===== src/rtl/nioslab2_ram_stream_loader_pkg.sv =====
// Shared constants and FSM state encoding for the RAM stream loader.
// Default geometry matches the 8192x32 on-chip RAM.
package nioslab2_ram_stream_loader_pkg;

  localparam int unsigned DEF_ADDR_W = 13;
  localparam int unsigned DEF_DATA_W = 32;
  localparam int unsigned DEF_DEPTH  = 1 << DEF_ADDR_W;

  typedef enum logic [1:0] {
    ST_IDLE   = 2'd0,
    ST_WRITE  = 2'd1,
    ST_VERIFY = 2'd2,
    ST_FIN    = 2'd3
  } state_e;

endpackage


===== src/rtl/nioslab2_ram_stream_loader_addr_counter.sv =====
// Base+offset word-address counter; the offset is reused for the write pass
// and the read-back pass, and the address wraps modulo 2**ADDR_W.
module nioslab2_ram_stream_loader_addr_counter #(
  parameter int unsigned ADDR_W = 13
) (
  input  logic              clk_i,
  input  logic              reset_i,
  input  logic              load_i,
  input  logic [ADDR_W-1:0] base_i,
  input  logic              clr_i,
  input  logic              inc_i,
  output logic [ADDR_W:0]   cnt_o,
  output logic [ADDR_W-1:0] addr_o
);

  localparam int unsigned CNT_W = ADDR_W + 1;

  logic [ADDR_W-1:0] base_q, base_d;
  logic [CNT_W-1:0]  cnt_q, cnt_d;

  always_comb begin
    base_d = base_q;
    cnt_d  = cnt_q;
    if (load_i) begin
      base_d = base_i;
      cnt_d  = '0;
    end else if (clr_i) begin
      cnt_d = '0;
    end else if (inc_i) begin
      cnt_d = cnt_q + CNT_W'(1);
    end
  end

  always_ff @(posedge clk_i) begin
    if (reset_i) begin
      base_q <= '0;
      cnt_q  <= '0;
    end else begin
      base_q <= base_d;
      cnt_q  <= cnt_d;
    end
  end

  // Dropping the count MSB gives the modulo-depth wrap for free.
  assign addr_o = base_q + cnt_q[ADDR_W-1:0];
  assign cnt_o  = cnt_q;

endmodule


===== src/rtl/nioslab2_ram_stream_loader.sv =====
// Streams words into consecutive RAM addresses, accumulating an additive
// checksum, and optionally reads the span back to confirm it.
module nioslab2_ram_stream_loader
  import nioslab2_ram_stream_loader_pkg::*;
#(
  parameter int unsigned ADDR_W = DEF_ADDR_W,
  parameter int unsigned DATA_W = DEF_DATA_W
) (
  input  logic                clk_i,
  input  logic                reset_i,
  input  logic                start_i,
  input  logic [ADDR_W-1:0]   cfg_base_i,
  input  logic [ADDR_W:0]     cfg_len_i,
  input  logic                cfg_verify_i,
  input  logic [DATA_W-1:0]   snk_data_i,
  input  logic                snk_valid_i,
  output logic                snk_ready_o,
  output logic [ADDR_W-1:0]   ram_address_o,
  output logic                ram_chipselect_o,
  output logic                ram_write_o,
  output logic [DATA_W/8-1:0] ram_byteenable_o,
  output logic [DATA_W-1:0]   ram_writedata_o,
  output logic                ram_clken_o,
  input  logic [DATA_W-1:0]   ram_readdata_i,
  output logic                busy_o,
  output logic                done_o,
  output logic                error_o,
  output logic [DATA_W-1:0]   checksum_o
);

  localparam int unsigned CNT_W = ADDR_W + 1;

  state_e            state_q, state_d;
  logic [CNT_W-1:0]  len_q, len_d;
  logic              verify_q, verify_d;
  logic [DATA_W-1:0] checksum_q, checksum_d;
  logic [DATA_W-1:0] vsum_q, vsum_d;
  logic              rd_valid_q, rd_valid_d;
  logic              error_q, error_d;

  logic [CNT_W-1:0]  cnt;
  logic [ADDR_W-1:0] addr;
  logic              cnt_lt_len_c, span_done_c;
  logic              load_c, clr_c, accept_c, rd_issue_c;
  logic [DATA_W-1:0] vsum_next_c;

  assign cnt_lt_len_c = cnt < len_q;
  assign span_done_c  = cnt == len_q;
  assign load_c       = (state_q == ST_IDLE) && start_i;
  assign clr_c        = (state_q == ST_WRITE) && span_done_c;
  assign accept_c     = (state_q == ST_WRITE) && snk_valid_i && cnt_lt_len_c;
  assign rd_issue_c   = (state_q == ST_VERIFY) && cnt_lt_len_c;
  assign vsum_next_c  = vsum_q + (rd_valid_q ? ram_readdata_i : '0);

  nioslab2_ram_stream_loader_addr_counter #(
    .ADDR_W (ADDR_W)
  ) u_addr_counter (
    .clk_i   (clk_i),
    .reset_i (reset_i),
    .load_i  (load_c),
    .base_i  (cfg_base_i),
    .clr_i   (clr_c),
    .inc_i   (accept_c || rd_issue_c),
    .cnt_o   (cnt),
    .addr_o  (addr)
  );

  always_ff @(posedge clk_i) begin
    if (reset_i) begin
      state_q <= ST_IDLE;
    end else begin
      state_q <= state_d;
    end
  end

  // A pass ends one cycle after its count reaches len (immediately for len=0).
  always_comb begin
    state_d = state_q;
    unique case (state_q)
      ST_IDLE:   if (start_i) state_d = ST_WRITE;
      ST_WRITE:  if (span_done_c) state_d = (verify_q && (len_q != '0)) ? ST_VERIFY : ST_FIN;
      ST_VERIFY: if (span_done_c) state_d = ST_FIN;
      ST_FIN:    state_d = ST_IDLE;
      default:   state_d = ST_IDLE;
    endcase
  end

  always_comb begin
    snk_ready_o      = 1'b0;
    ram_chipselect_o = 1'b0;
    ram_write_o      = 1'b0;
    ram_writedata_o  = '0;
    busy_o           = 1'b0;
    done_o           = 1'b0;
    unique case (state_q)
      ST_WRITE: begin
        busy_o      = 1'b1;
        snk_ready_o = cnt_lt_len_c;
        if (accept_c) begin
          ram_chipselect_o = 1'b1;
          ram_write_o      = 1'b1;
          ram_writedata_o  = snk_data_i;
        end
      end
      ST_VERIFY: begin
        busy_o           = 1'b1;
        ram_chipselect_o = rd_issue_c;
      end
      ST_FIN:  done_o = 1'b1;
      default: ;
    endcase
  end

  // Read data of the read issued last cycle is folded in this cycle.
  always_comb begin
    len_d      = len_q;
    verify_d   = verify_q;
    checksum_d = checksum_q;
    vsum_d     = vsum_q;
    rd_valid_d = 1'b0;
    error_d    = error_q;
    if (load_c) begin
      len_d      = cfg_len_i;
      verify_d   = cfg_verify_i;
      checksum_d = '0;
      vsum_d     = '0;
      error_d    = 1'b0;
    end
    if (accept_c) begin
      checksum_d = checksum_q + snk_data_i;
    end
    if (state_q == ST_VERIFY) begin
      vsum_d     = vsum_next_c;
      rd_valid_d = rd_issue_c;
      if (span_done_c) begin
        error_d = vsum_next_c != checksum_q;
      end
    end
  end

  always_ff @(posedge clk_i) begin
    if (reset_i) begin
      len_q      <= '0;
      verify_q   <= 1'b0;
      checksum_q <= '0;
      vsum_q     <= '0;
      rd_valid_q <= 1'b0;
      error_q    <= 1'b0;
    end else begin
      len_q      <= len_d;
      verify_q   <= verify_d;
      checksum_q <= checksum_d;
      vsum_q     <= vsum_d;
      rd_valid_q <= rd_valid_d;
      error_q    <= error_d;
    end
  end

  assign ram_address_o    = addr;
  assign ram_byteenable_o = '1;
  assign ram_clken_o      = 1'b1;
  assign error_o          = error_q;
  assign checksum_o       = checksum_q;

endmodule


===== config.mk =====
export PLATFORM = sky130hd
export DESIGN_NAME = nioslab2_ram_stream_loader
export DESIGN_NICKNAME = d
export VERILOG_FILES = /design/src/rtl/nioslab2_ram_stream_loader_pkg.sv /design/src/rtl/nioslab2_ram_stream_loader_addr_counter.sv /design/src/rtl/nioslab2_ram_stream_loader.sv
export SDC_FILE = /design/constraint.sdc
export NUM_CORES = 1
export LEC_CHECK = 0
export CAP_MARGIN = 25
export CORE_MARGIN = 3
export CORE_UTILIZATION = 45
export CTS_CLUSTER_SIZE = 12
export DETAILED_ROUTE_END_ITERATION = 10
export GPL_ROUTABILITY_DRIVEN = 1
export PLACE_DENSITY_LB_ADDON = 0.15
export SYNTH_ARGS = -nofsm -noshare
export SYNTH_HDL_FRONTEND = slang
export SYNTH_SLANG_ARGS = --single-unit

===== constraint.sdc =====
create_clock -name clk_i -period 4.6 [get_ports clk_i]
set_input_delay 0.92 -clock clk_i [delete_from_list [all_inputs] [get_ports clk_i]]
set_output_delay 0.92 -clock clk_i [all_outputs]
set_load 0.01 [all_outputs]

==> results of run 1 <==
cell usage after synthesis, drive strengths merged (37+ instances only):
| cell | instances | area, sq um |
|---|---|---|
| and2 | 71 | 444.2 |
| nand2 | 161 | 604.3 |
| a21oi | 152 | 764.5 |
| nor2 | 115 | 431.7 |
| nand3 | 59 | 295.3 |
| ha | 94 | 1176 |
| inv | 55 | 206.5 |
| dfxtp | 110 | 2202 |
| o21ai | 37 | 188.9 |
| xnor2 | 50 | 437.9 |
| clkbuf | 57 | 214.0 |
layer usage:
layer  share of wire  wire (um)  vias up
met3           0.063       2009       52
met2            0.44      14130      347
met5               0          0        -
li1                -          -     5148
met1            0.47      15070     4890
met4           0.024        779        0
critical path: cells and delay by family (launching register included):
kind	cells	cell delay, ns
adder cells (fa/ha/maj)	1	0.30
buffers and inverters	3	0.78
AND/OR/NAND/NOR	3	0.53
AO/OA/AOI/OAI	6	1.17
flip-flops	1	0.36
logic make-up after synthesis:
| family | after synthesis |
|---|---|
| simple gates | 553 |
| compound gates | 356 |
| buf+inv | 134 |
| flops | 110 |
| fa+ha+maj | 97 |
| xor+xnor | 91 |
| mux | 11 |
| other cells | 1 |
flip-flops by register name, summed over array words and instances, names as in the netlist:
name,count
checksum_o,32
vsum_q,32
len_q,14
u_addr_counter.cnt_o,14
u_addr_counter.base_q,13
state_q,2
error_o,1
rd_valid_q,1
verify_q,1
per-stage QoR:
| stage | util | instances | hold slack (ns) |
|---|---|---|---|
| 2_1_floorplan | - | 1357 | 0.4367 |
| 3_3_place_gp | 0.5658 | 1797 | 0.4460 |
| 3_5_place_dp | 0.5658 | 1797 | 0.4556 |
| 4_1_cts | 0.5806 | 1816 | 0.4686 |
| 5_1_grt | 0.5823 | 1817 | 0.4788 |
| 6_report | 0.5823 | 1817 | 0.4653 |
timing repair:
item | CTS | global route
endpoints found under the hold margin | 0 | 0
gates resized for setup | 33 | 15
setup endpoints to repair | 34 | 12
pin swaps | 0 | 2
hold buffers | 0 | 0
cloned | 2 | 0
setup buffers | 1 | 1
path summary, 6_finish.rpt:
kind         slack [ns]                        to
max reg2reg        0.39                   error_o
min                0.47  u_addr_counter.base_q[0]
min reg2reg        0.47  u_addr_counter.base_q[0]
max                0.19          ram_chipselect_o
final cells by class:
class | instances | share of cell area
Clock buffer | 10 | 0.01791
Clock inverter | 6 | 0.003425
Inverter | 55 | 0.01654
Multi-Input combinational cell | 1113 | 0.5809
Sequential cell | 110 | 0.1724
Tap cell | 280 | 0.02740
Timing Repair Buffer | 243 | 0.1814
power breakdown:
part           internal (mW)  leakage [nW]  total [mW]  switching [mW]
Combinational          0.813          4.74        1.83            1.02
Sequential              1.04         0.893        1.16           0.115
Clock                  0.372         0.133       0.764           0.392
==> reports/qor.yml, run 1 <==
yosys:
  synth_area_sq_um: 10140
  synth_compound_area_frac: 0.2336
  ys_warn_count: 0
  ys_types: 93
  synthCells: 1353
  postSynthAreaPerCell_sq_um: 7.494
  post_synth_xor_area_fraction: 0.08959
  async_reset_ff_frac: 0
  synthSimpleGateAreaFrac: 0.2731
  ys.flop_type: "dfxtp_1"
  synth_adder_area_share: 0.1219
  synth_top_family_by_area: "simple AND/OR/NAND/NOR gates"
  synth.mux.area_fraction: 0.01123
  ys_seq_area_frac: 0.2172
  synth_edf_count: 0
  yosys_register_bits: 110
sta:
  post-route-period-util: 0.9597
  setup_ws_ns: 0.1855
  max_freq_ghz: 0.2265
  rsz0062_at_grt: "no"
  worst-slew-pin-transition_ns: 0.9095
  setup_violations: 0
  setup_tns_ns: 0
  finalClockSkew_ns: 0.01248
  hold_viol: 0
  slew_headroom: 0.3915
  fin_crit_ns: 4.415
  drv_slew: 0
floorplan:
  die_area_sq_um: 24370
  die_h_um: 156.1
  core_area_sq_um: 21960
  io_pins: 184
  die_w_um: 156.1
  initial_utilization: 0.4618
  rows: 54
setup_path:
  cp_data_arrival_time_ns: 3.49
  crit_top_cell: "o21a_1"
  rr_startpoint: "rd_valid_q"
  cpPeakStageDelay_ns: 0.53
  criticalPathCategory: "flip-flop to primary output"
  start_kind: "flip-flop"
  required_ns: 3.68
  cp_max_fo: 10
  crit_path_start: "len_q[1]"
  crit_slowest_cell: "clkdlybuf4s50_1"
  worst_r2r_path_depth: 14
  path_cells: "inv_1 > ha_1 > nor2b_1 > o21a_1 > o21a_1 > o21a_1 > o21a_1 > o2111a_1 > a211o_1 > buf_4 > nor2_2 > and2_1 > clkdlybuf4s50_1"
  crit_path_end_kind: "primary output"
clocking:
  clkSlewWorstSetupHoldPaths_ns: 0.08
  htree_levels: 3
  cts-root-buf: "clkbuf_16"
  cts.sinks: 110
  clock_latency_ns: 0.36
  clockBufferDepth: 2
  cts_made_buffers: 9
  cts_tree: "yes"
power_and_ir_drop:
  p_per_area_nw_per_um2: 293.5
  p_total_mw: 3.753
  leakagePower_nw: 5.767
  irDropWorstVdd_v: 0.0002070
placement:
  place.gp.congestion: 0.9345
  dpl.hpwl_mm: 24.24
  placed_cell_area_sq_um: 12420
  port_buffers: 178
  dp_slack_ns: 0.03640
route:
  drc: 0
  dr.first_iter.drc_count: 680
  finalWirelength_mm: 31.99
  ant_nets: 0
  routed_wire_length_per_instance_um: 17.61
  via_per_inst: 5.744
  vias: 10440
  firstDrtPassIters: 5
grt:
  antenna_found_initial: 0
  busiest_layer: "met2"
  grt_first_pass_wirelength_mm: 51.07
  grt_overflow: 0
  grt_max_degree: 51
  grtUsageMet2: 0.4019
  grt_pass1_vias: 9815
  use_met1: 0.3691
  track_usage: 0.2572
  grtUsageMet3: 0.03440
finish:
  syn_to_final_growth_pct: 26.11
  final_area_sq_um: 12790
  ff_latch_area_sq_um: 2205
  fillCellCount: 2148
  diodes: 0
  fin_nets: 1725
  multi_input_area_sq_um: 7428
  final_common_cell: "nand2_1"
  layout.cells.most_common_list: "160 x nand2_1, 151 x a21oi_1, 142 x clkdlybuf4s50_1"
  drive_above_1_share: 0.08003
run:
  max_cap_violations: 0
worst_hold_path:
  min_path_type: "flip-flop to flip-flop"
  hold_path_depth: 2
  hp-start: "u_addr_counter.base_q[0]"
status:
  status: "completed"
Power figures use the tool's default switching activity.
==> inputs of run 2 (changes only) <==
--- a/config.mk
+++ b/config.mk
@@ -12,6 +12,7 @@
 export DETAILED_ROUTE_END_ITERATION = 10
 export GPL_ROUTABILITY_DRIVEN = 1
 export PLACE_DENSITY_LB_ADDON = 0.15
+export REMOVE_ABC_BUFFERS = 1
 export SYNTH_ARGS = -nofsm -noshare
 export SYNTH_HDL_FRONTEND = slang
 export SYNTH_SLANG_ARGS = --single-unit
==> run 2 against run 1 <==
Against the previous run: setup slack better by 0.018 ns; critical endpoint unchanged; routed wire length down 4.1%; largest cell class unchanged; sequential power about the same; final area down 0.56%.
==> reports/qor.yml, run 2 (synthesized netlist as in run 1, its figures left out) <==
placement:
  dpl.hpwl_mm: 23.33  # -3.8%
  port_buffers: 178  # unchanged
  place.gp.congestion: 0.9408  # +0.67%
  placed_cell_area_sq_um: 12400  # -0.16%
  dp_slack_ns: 0.1212  # +0.08478 ns
sta:
  setup_tns_ns: 0  # unchanged
  hold_viol: 0  # unchanged
  rsz0062_at_grt: "no"
  max_freq_ghz: 0.2274  # +0.40%
  finalClockSkew_ns: 0.01184  # -0.0006460 ns
  drv_slew: 0  # unchanged
  setup_violations: 0  # unchanged
  setup_ws_ns: 0.2032  # +0.01777 ns
  worst-slew-pin-transition_ns: 1.023  # +0.1139 ns
  fin_crit_ns: 4.397  # -0.01777 ns
  slew_headroom: 0.3153  # -0.07619
  post-route-period-util: 0.9558  # -0.003863
setup_path:
  r2r_end: "error_o"
  rrSetupSlack_ns: 0.58  # +0.19 ns
  crit_path_start: "len_q[1]"
  start_kind: "flip-flop"
  required_ns: 3.68  # about the same
  worstSetupEndpoint: "ram_chipselect_o"
  worst_r2r_path_depth: 13  # -1
  criticalPathCategory: "flip-flop to primary output"
  rr_startpoint: "rd_valid_q"
  cp_max_fo: 10  # unchanged
  crit_path_end_kind: "primary output"
  cp_data_arrival_time_ns: 3.48  # about the same
clocking:
  cts_tree: "yes"
  htree_levels: 3  # unchanged
  clockBufferDepth: 2  # unchanged
  cts.sinks: 110  # unchanged
  cts-root-buf: "clkbuf_16"
  clkSlewWorstSetupHoldPaths_ns: 0.08  # about the same
  post_cts_buffers: 0  # -1
  cts_made_buffers: 9  # unchanged
  ctsHoldBuffers: 0  # unchanged
  clock_latency_ns: 0.37  # about the same
finish:
  finalCoreUtilization: 0.5791  # -0.003248
  fin_nets: 1719  # -0.35%
  layout.cells.most_common_list: "160 x nand2_1, 150 x a21oi_1, 142 x clkdlybuf4s50_1"
  diodes: 0  # unchanged
  final_area_sq_um: 12720  # -0.56%
  final_common_cell: "nand2_1"
  drive_above_1_share: 0.07773  # -0.002299
  syn_to_final_growth_pct: 25.41
run:
  max_cap_violations: 0  # unchanged
power_and_ir_drop:
  irDropWorstVdd_v: 0.0003585  # +73%
  p_total_mw: 3.755  # about the same
  leakagePower_nw: 5.646  # -2.1%
  p_per_area_nw_per_um2: 295.3  # +0.60%
route:
  via_per_inst: 5.674  # -1.2%
  routed_wire_length_per_instance_um: 16.95  # -3.7%
  dr.first_iter.drc_count: 724  # +6.5%
  ant_nets: 0  # unchanged
  firstDrtPassIters: 5  # unchanged
  drc: 0  # unchanged
  vias: 10280  # -1.5%
  finalWirelength_mm: 30.69  # -4.1%
status:
  status: "completed"
floorplan:
  initial_utilization: 0.4618  # unchanged
  io_pins: 184  # unchanged
  rows: 54  # unchanged
  die_area_sq_um: 24370  # unchanged
  die_w_um: 156.1  # unchanged
  die_h_um: 156.1  # unchanged
  core_area_sq_um: 21960  # unchanged
grt:
  grt_pass1_vias: 9703  # -1.1%
  grt_overflow: 0  # unchanged
  antenna_found_initial: 0  # unchanged
  grt_first_pass_wirelength_mm: 49.56  # -3.0%
  grt_max_degree: 52  # +2.0%
  track_usage: 0.2476  # -0.009540
worst_hold_path:
  min_path_type: "flip-flop to flip-flop"
run 2: layout make-up:
| type | count | area (sq um) |
|---|---|---|
| well taps | 280 | 350.3 |
| flip-flops and latches | 110 | 2206 |
| fillers | 2097 | 9243 |
| inverters | 55 | 209.0 |
| clock buffers | 9 | 225.2 |
| clock inverters | 7 | 70.07 |
| multi-input cells | 1113 | 7430 |
| repair buffers | 237 | 2226 |
run 2: timing repair:
| action | CTS | global route |
|---|---|---|
| resized for setup | 39 | 8 |
| setup endpoints to repair | 35 | 4 |
| hold endpoints to repair | 0 | 0 |
| pin swaps | 0 | 3 |
| gates cloned | 1 | 0 |
run 2: stage by stage:
step	instances	hold slack, ns
after floorplan	1278	0.4307
after global placement	1794	0.4490
after detailed placement	1794	0.4563
after CTS	1811	0.4675
after global routing	1811	0.4883
final	1811	0.4642
run 2: worst min-delay path by stage:
stage / start / endpoint / slack (ns) / cells past startpoint
after floorplan: verify_q / verify_q / 0.43 / 2
after global placement: verify_q / verify_q / 0.45 / 2
after detailed placement: u_addr_counter.base_q[3] / u_addr_counter.base_q[3] / 0.46 / 2
after CTS: u_addr_counter.base_q[3] / u_addr_counter.base_q[3] / 0.47 / 2
after global routing: len_q[1] / len_q[1] / 0.49 / 2
final: u_addr_counter.base_q[6] / u_addr_counter.base_q[6] / 0.46 / 2
run 2: layer usage:
metal | GRT usage | vias up | share of wire
met5 | 0 | - | 0
met4 | 0.06336 | 0 | 0.019
met3 | 0.02635 | 46 | 0.052
met2 | 0.4000 | 320 | 0.45
met1 | 0.3539 | 4766 | 0.48
li1 | - | 5144 | -
run 2: worst max-delay path, stage by stage (launching register included):
cell and delay, ns:
dfxtp_2 0.35, inv_1 0.04, ha_1 0.30, nor2b_1 0.14
o21a_1 0.16, o21a_1 0.16, o21a_1 0.16, o21a_1 0.17
o2111a_1 0.22, a211o_1 0.30, buf_4 0.19, nor2_1 0.21
and2_1 0.16, clkdlybuf4s50_1 0.53
run 2: power by group:
part	internal (mW)	total [mW]	switching (mW)
logic	0.786	1.79	1.00
clock network	0.424	0.812	0.388
registers	1.04	1.15	0.111
==> inputs of run 3 (changes only) <==
--- a/config.mk
+++ b/config.mk
@@ -11,7 +11,7 @@
 export CTS_CLUSTER_SIZE = 12
 export DETAILED_ROUTE_END_ITERATION = 10
 export GPL_ROUTABILITY_DRIVEN = 1
-export PLACE_DENSITY_LB_ADDON = 0.15
+export PLACE_DENSITY_LB_ADDON = 0.1
 export REMOVE_ABC_BUFFERS = 1
 export SYNTH_ARGS = -nofsm -noshare
 export SYNTH_HDL_FRONTEND = slang
==> run 3 against run 2 <==
Against the previous run: final area up 0.95%; non-clock buffer count up 12; worst hold slack worse by 0.0036 ns; clock power up 3.0%; sequential share of layout area down 0.17 points; clock skew up 0.0019 ns; routed wire length up 3.7%; flip-flop and latch count unchanged; critical path type unchanged; largest power group unchanged; highest routed layer unchanged.
==> reports/qor.yml, run 3 (synthesized netlist as in run 1, its figures left out) <==
status:
  status: "completed"
setup_path:
  crit_buf_inv: 3  # unchanged
  criticalPathCategory: "flip-flop to primary output"
  required_ns: 3.68  # about the same
  cp_max_fo: 10  # unchanged
  cp_data_arrival_time_ns: 3.52  # +0.04 ns
  crit_slowest_cell: "clkdlybuf4s50_1"
  crit_top_cell: "o21a_1"
  path_cells: "inv_1 > ha_1 > nor2b_1 > o21a_1 > o21a_1 > o21a_1 > o21a_1 > o2111a_1 > a211o_1 > buf_4 > nor2_1 > and2_1 > clkdlybuf4s50_1"
  crit_path_end_kind: "primary output"
  crit_family: "compound AO/OA/AOI/OAI gates"
  cpPeakStageDelay_ns: 0.53  # about the same
  start_kind: "flip-flop"
sta:
  rsz0062_at_grt: "no"
  finalClockSkew_ns: 0.01378  # +0.001944 ns
  setup_violations: 0  # unchanged
  hold_viol: 0  # unchanged
  drv_slew: 0  # unchanged
  fin_crit_ns: 4.444  # +0.04718 ns
  setup_tns_ns: 0  # unchanged
  slew_headroom: 0.4073  # +0.09200
  worst-slew-pin-transition_ns: 0.8775  # -0.1459 ns
  max_freq_ghz: 0.2250  # -1.1%
  post-route-period-util: 0.9661  # +0.01026
power_and_ir_drop:
  switching_share: 0.4026  # +0.002861
  p_total_mw: 3.838  # +2.2%
  p_per_area_nw_per_um2: 298.9  # +1.2%
  sequentialPowerShare: 0.300  # -0.007
  p_int_mw: 2.292  # +1.7%
  leakagePower_nw: 5.718  # +1.3%
  irDropWorstVdd_v: 0.0002358  # -34%
  p_switching_mw: 1.545  # +2.9%
  p_comb_frac: 0.482  # +0.006
  clkPwrFrac: 0.218  # +0.002
clocking:
  ctsHoldBuffers: 0  # unchanged
  clockBufferDepth: 2  # unchanged
  clock_latency_ns: 0.37  # about the same
  clkSlewWorstSetupHoldPaths_ns: 0.08  # about the same
  cts_tree: "yes"
  cts-root-buf: "clkbuf_16"
  htree_levels: 3  # unchanged
  cts.sinks: 110  # unchanged
  cts_made_buffers: 9  # unchanged
grt:
  grt_max_degree: 69  # +33%
  grt_first_pass_wirelength_mm: 51.32  # +3.6%
  track_usage: 0.2574  # +0.009827
  antenna_found_initial: 0  # unchanged
  grt_overflow: 0  # unchanged
  grt_pass1_vias: 9755  # +0.54%
floorplan:
  die_area_sq_um: 24370  # unchanged
  die_w_um: 156.1  # unchanged
  rows: 54  # unchanged
  io_pins: 184  # unchanged
  core_area_sq_um: 21960  # unchanged
  initial_utilization: 0.4618  # unchanged
  die_h_um: 156.1  # unchanged
finish:
  fin_nets: 1731  # +0.70%
  drive_above_1_share: 0.08231  # +0.004580
  fillCellCount: 2127  # +1.4%
  syn_to_final_growth_pct: 26.60
  layout.cells.most_common_list: "160 x nand2_1, 151 x a21oi_1, 142 x clkdlybuf4s50_1"
  diodes: 0  # unchanged
  final_cells: 1823  # +0.66%
  final_common_cell: "nand2_1"
  final_area_sq_um: 12840  # +0.95%
placement:
  place.gp.congestion: 0.9396  # -0.13%
  dpl.hpwl_mm: 24.36  # +4.4%
  placed_cell_area_sq_um: 12480  # +0.61%
  dp.cells: 1804  # +0.56%
  port_buffers: 178  # unchanged
route:
  vias: 10310  # +0.28%
  via_per_inst: 5.653  # -0.38%
  finalWirelength_mm: 31.82  # +3.7%
  drc: 0  # unchanged
  dr.first_iter.drc_count: 611  # -16%
  routed_wire_length_per_instance_um: 17.45  # +3.0%
  ant_nets: 0  # unchanged
  firstDrtPassIters: 5  # unchanged
worst_hold_path:
  min_path_type: "flip-flop to flip-flop"
run:
  max_cap_violations: 0  # unchanged
==> run 3: changes by cell type in the layout (fill, tap and decap cells not counted), sizes merged <==
cell	before	now
clkbuf	9	10
clkinv	3	1
buf	60	71
inv	57	58
bufbuf	0	1
==> run 3: worst register-to-register path: cells and delay by family, from the launching register on <==
kind / cells / cell delay, ns
buffers and inverters: 2 / 0.30
AND/OR/NAND/NOR: 8 / 1.77
XOR/XNOR: 1 / 0.28
AO/OA/AOI/OAI: 2 / 0.40
flip-flops: 1 / 0.65
adder cells (fa/ha/maj): 2 / 0.56
==> run 3: path summary, 6_finish.rpt <==
check | startpoint | endpoint | slack [ns] | cells past startpoint
setup / recovery | len_q[1] | ram_chipselect_o | 0.16 | 13
hold / removal | u_addr_counter.base_q[7] | u_addr_counter.base_q[7] | 0.46 | 2
setup reg to reg | rd_valid_q | error_o | 0.53 | 15
hold reg to reg | u_addr_counter.base_q[7] | u_addr_counter.base_q[7] | 0.46 | 2
==> run 3: area by class of cell <==
| class | count | area [sq um] | area share |
|---|---|---|---|
| Multi-Input combinational cell | 1113 | 7423 | 0.5783 |
| Tap cell | 280 | 350.3 | 0.02729 |
| Clock buffer | 10 | 229.0 | 0.01784 |
| Clock inverter | 6 | 77.57 | 0.006043 |
| Sequential cell | 110 | 2205 | 0.1717 |
| Inverter | 55 | 211.5 | 0.01647 |
| Timing Repair Buffer | 249 | 2341 | 0.1824 |
==> run 3: power by group through the flow <==
stage | sequential [mW] | clock (mW) | combinational, mW
after detailed placement | 1.17 | 0 | 1.82
after floorplan | 1.15 | 0 | 1.06
after global routing | 1.17 | 0.882 | 2.02
after CTS | 1.15 | 0.855 | 1.85
after global placement | 1.17 | 0 | 1.81
final | 1.15 | 0.836 | 1.85
==> run 3: what timing repair did <==
item / CTS / global route
cloned: 2 / 0
resized for setup: 38 / 8
endpoints found under the setup margin: 35 / 5
pin swaps: 1 / 3
setup buffers: 0 / 1
==> run 3: metrics by stage <==
| step | setup slack (ns) | util | hold slack, ns |
|---|---|---|---|
| 6_report | 0.1561 | 0.5846 | 0.4605 |
| 5_1_grt | 0.04027 | 0.5846 | 0.4930 |
| 4_1_cts | 0.005334 | 0.5838 | 0.4633 |
| 3_5_place_dp | -0.03207 | 0.5683 | 0.4519 |
| 3_3_place_gp | 0.09503 | 0.5683 | 0.4466 |
| 2_1_floorplan | 0.1486 | - | 0.4307 |
==> run 3: routing by layer <==
| layer | vias to the layer above | wire length [um] | GRT usage |
|---|---|---|---|
| li1 | 5171 | - | - |
| met2 | 326 | 14500 | 0.4227 |
| met3 | 28 | 1776 | 0.03079 |
| met1 | 4780 | 15100 | 0.3644 |
| met5 | - | 0 | 0 |
| met4 | 0 | 435 | 0.05544 |
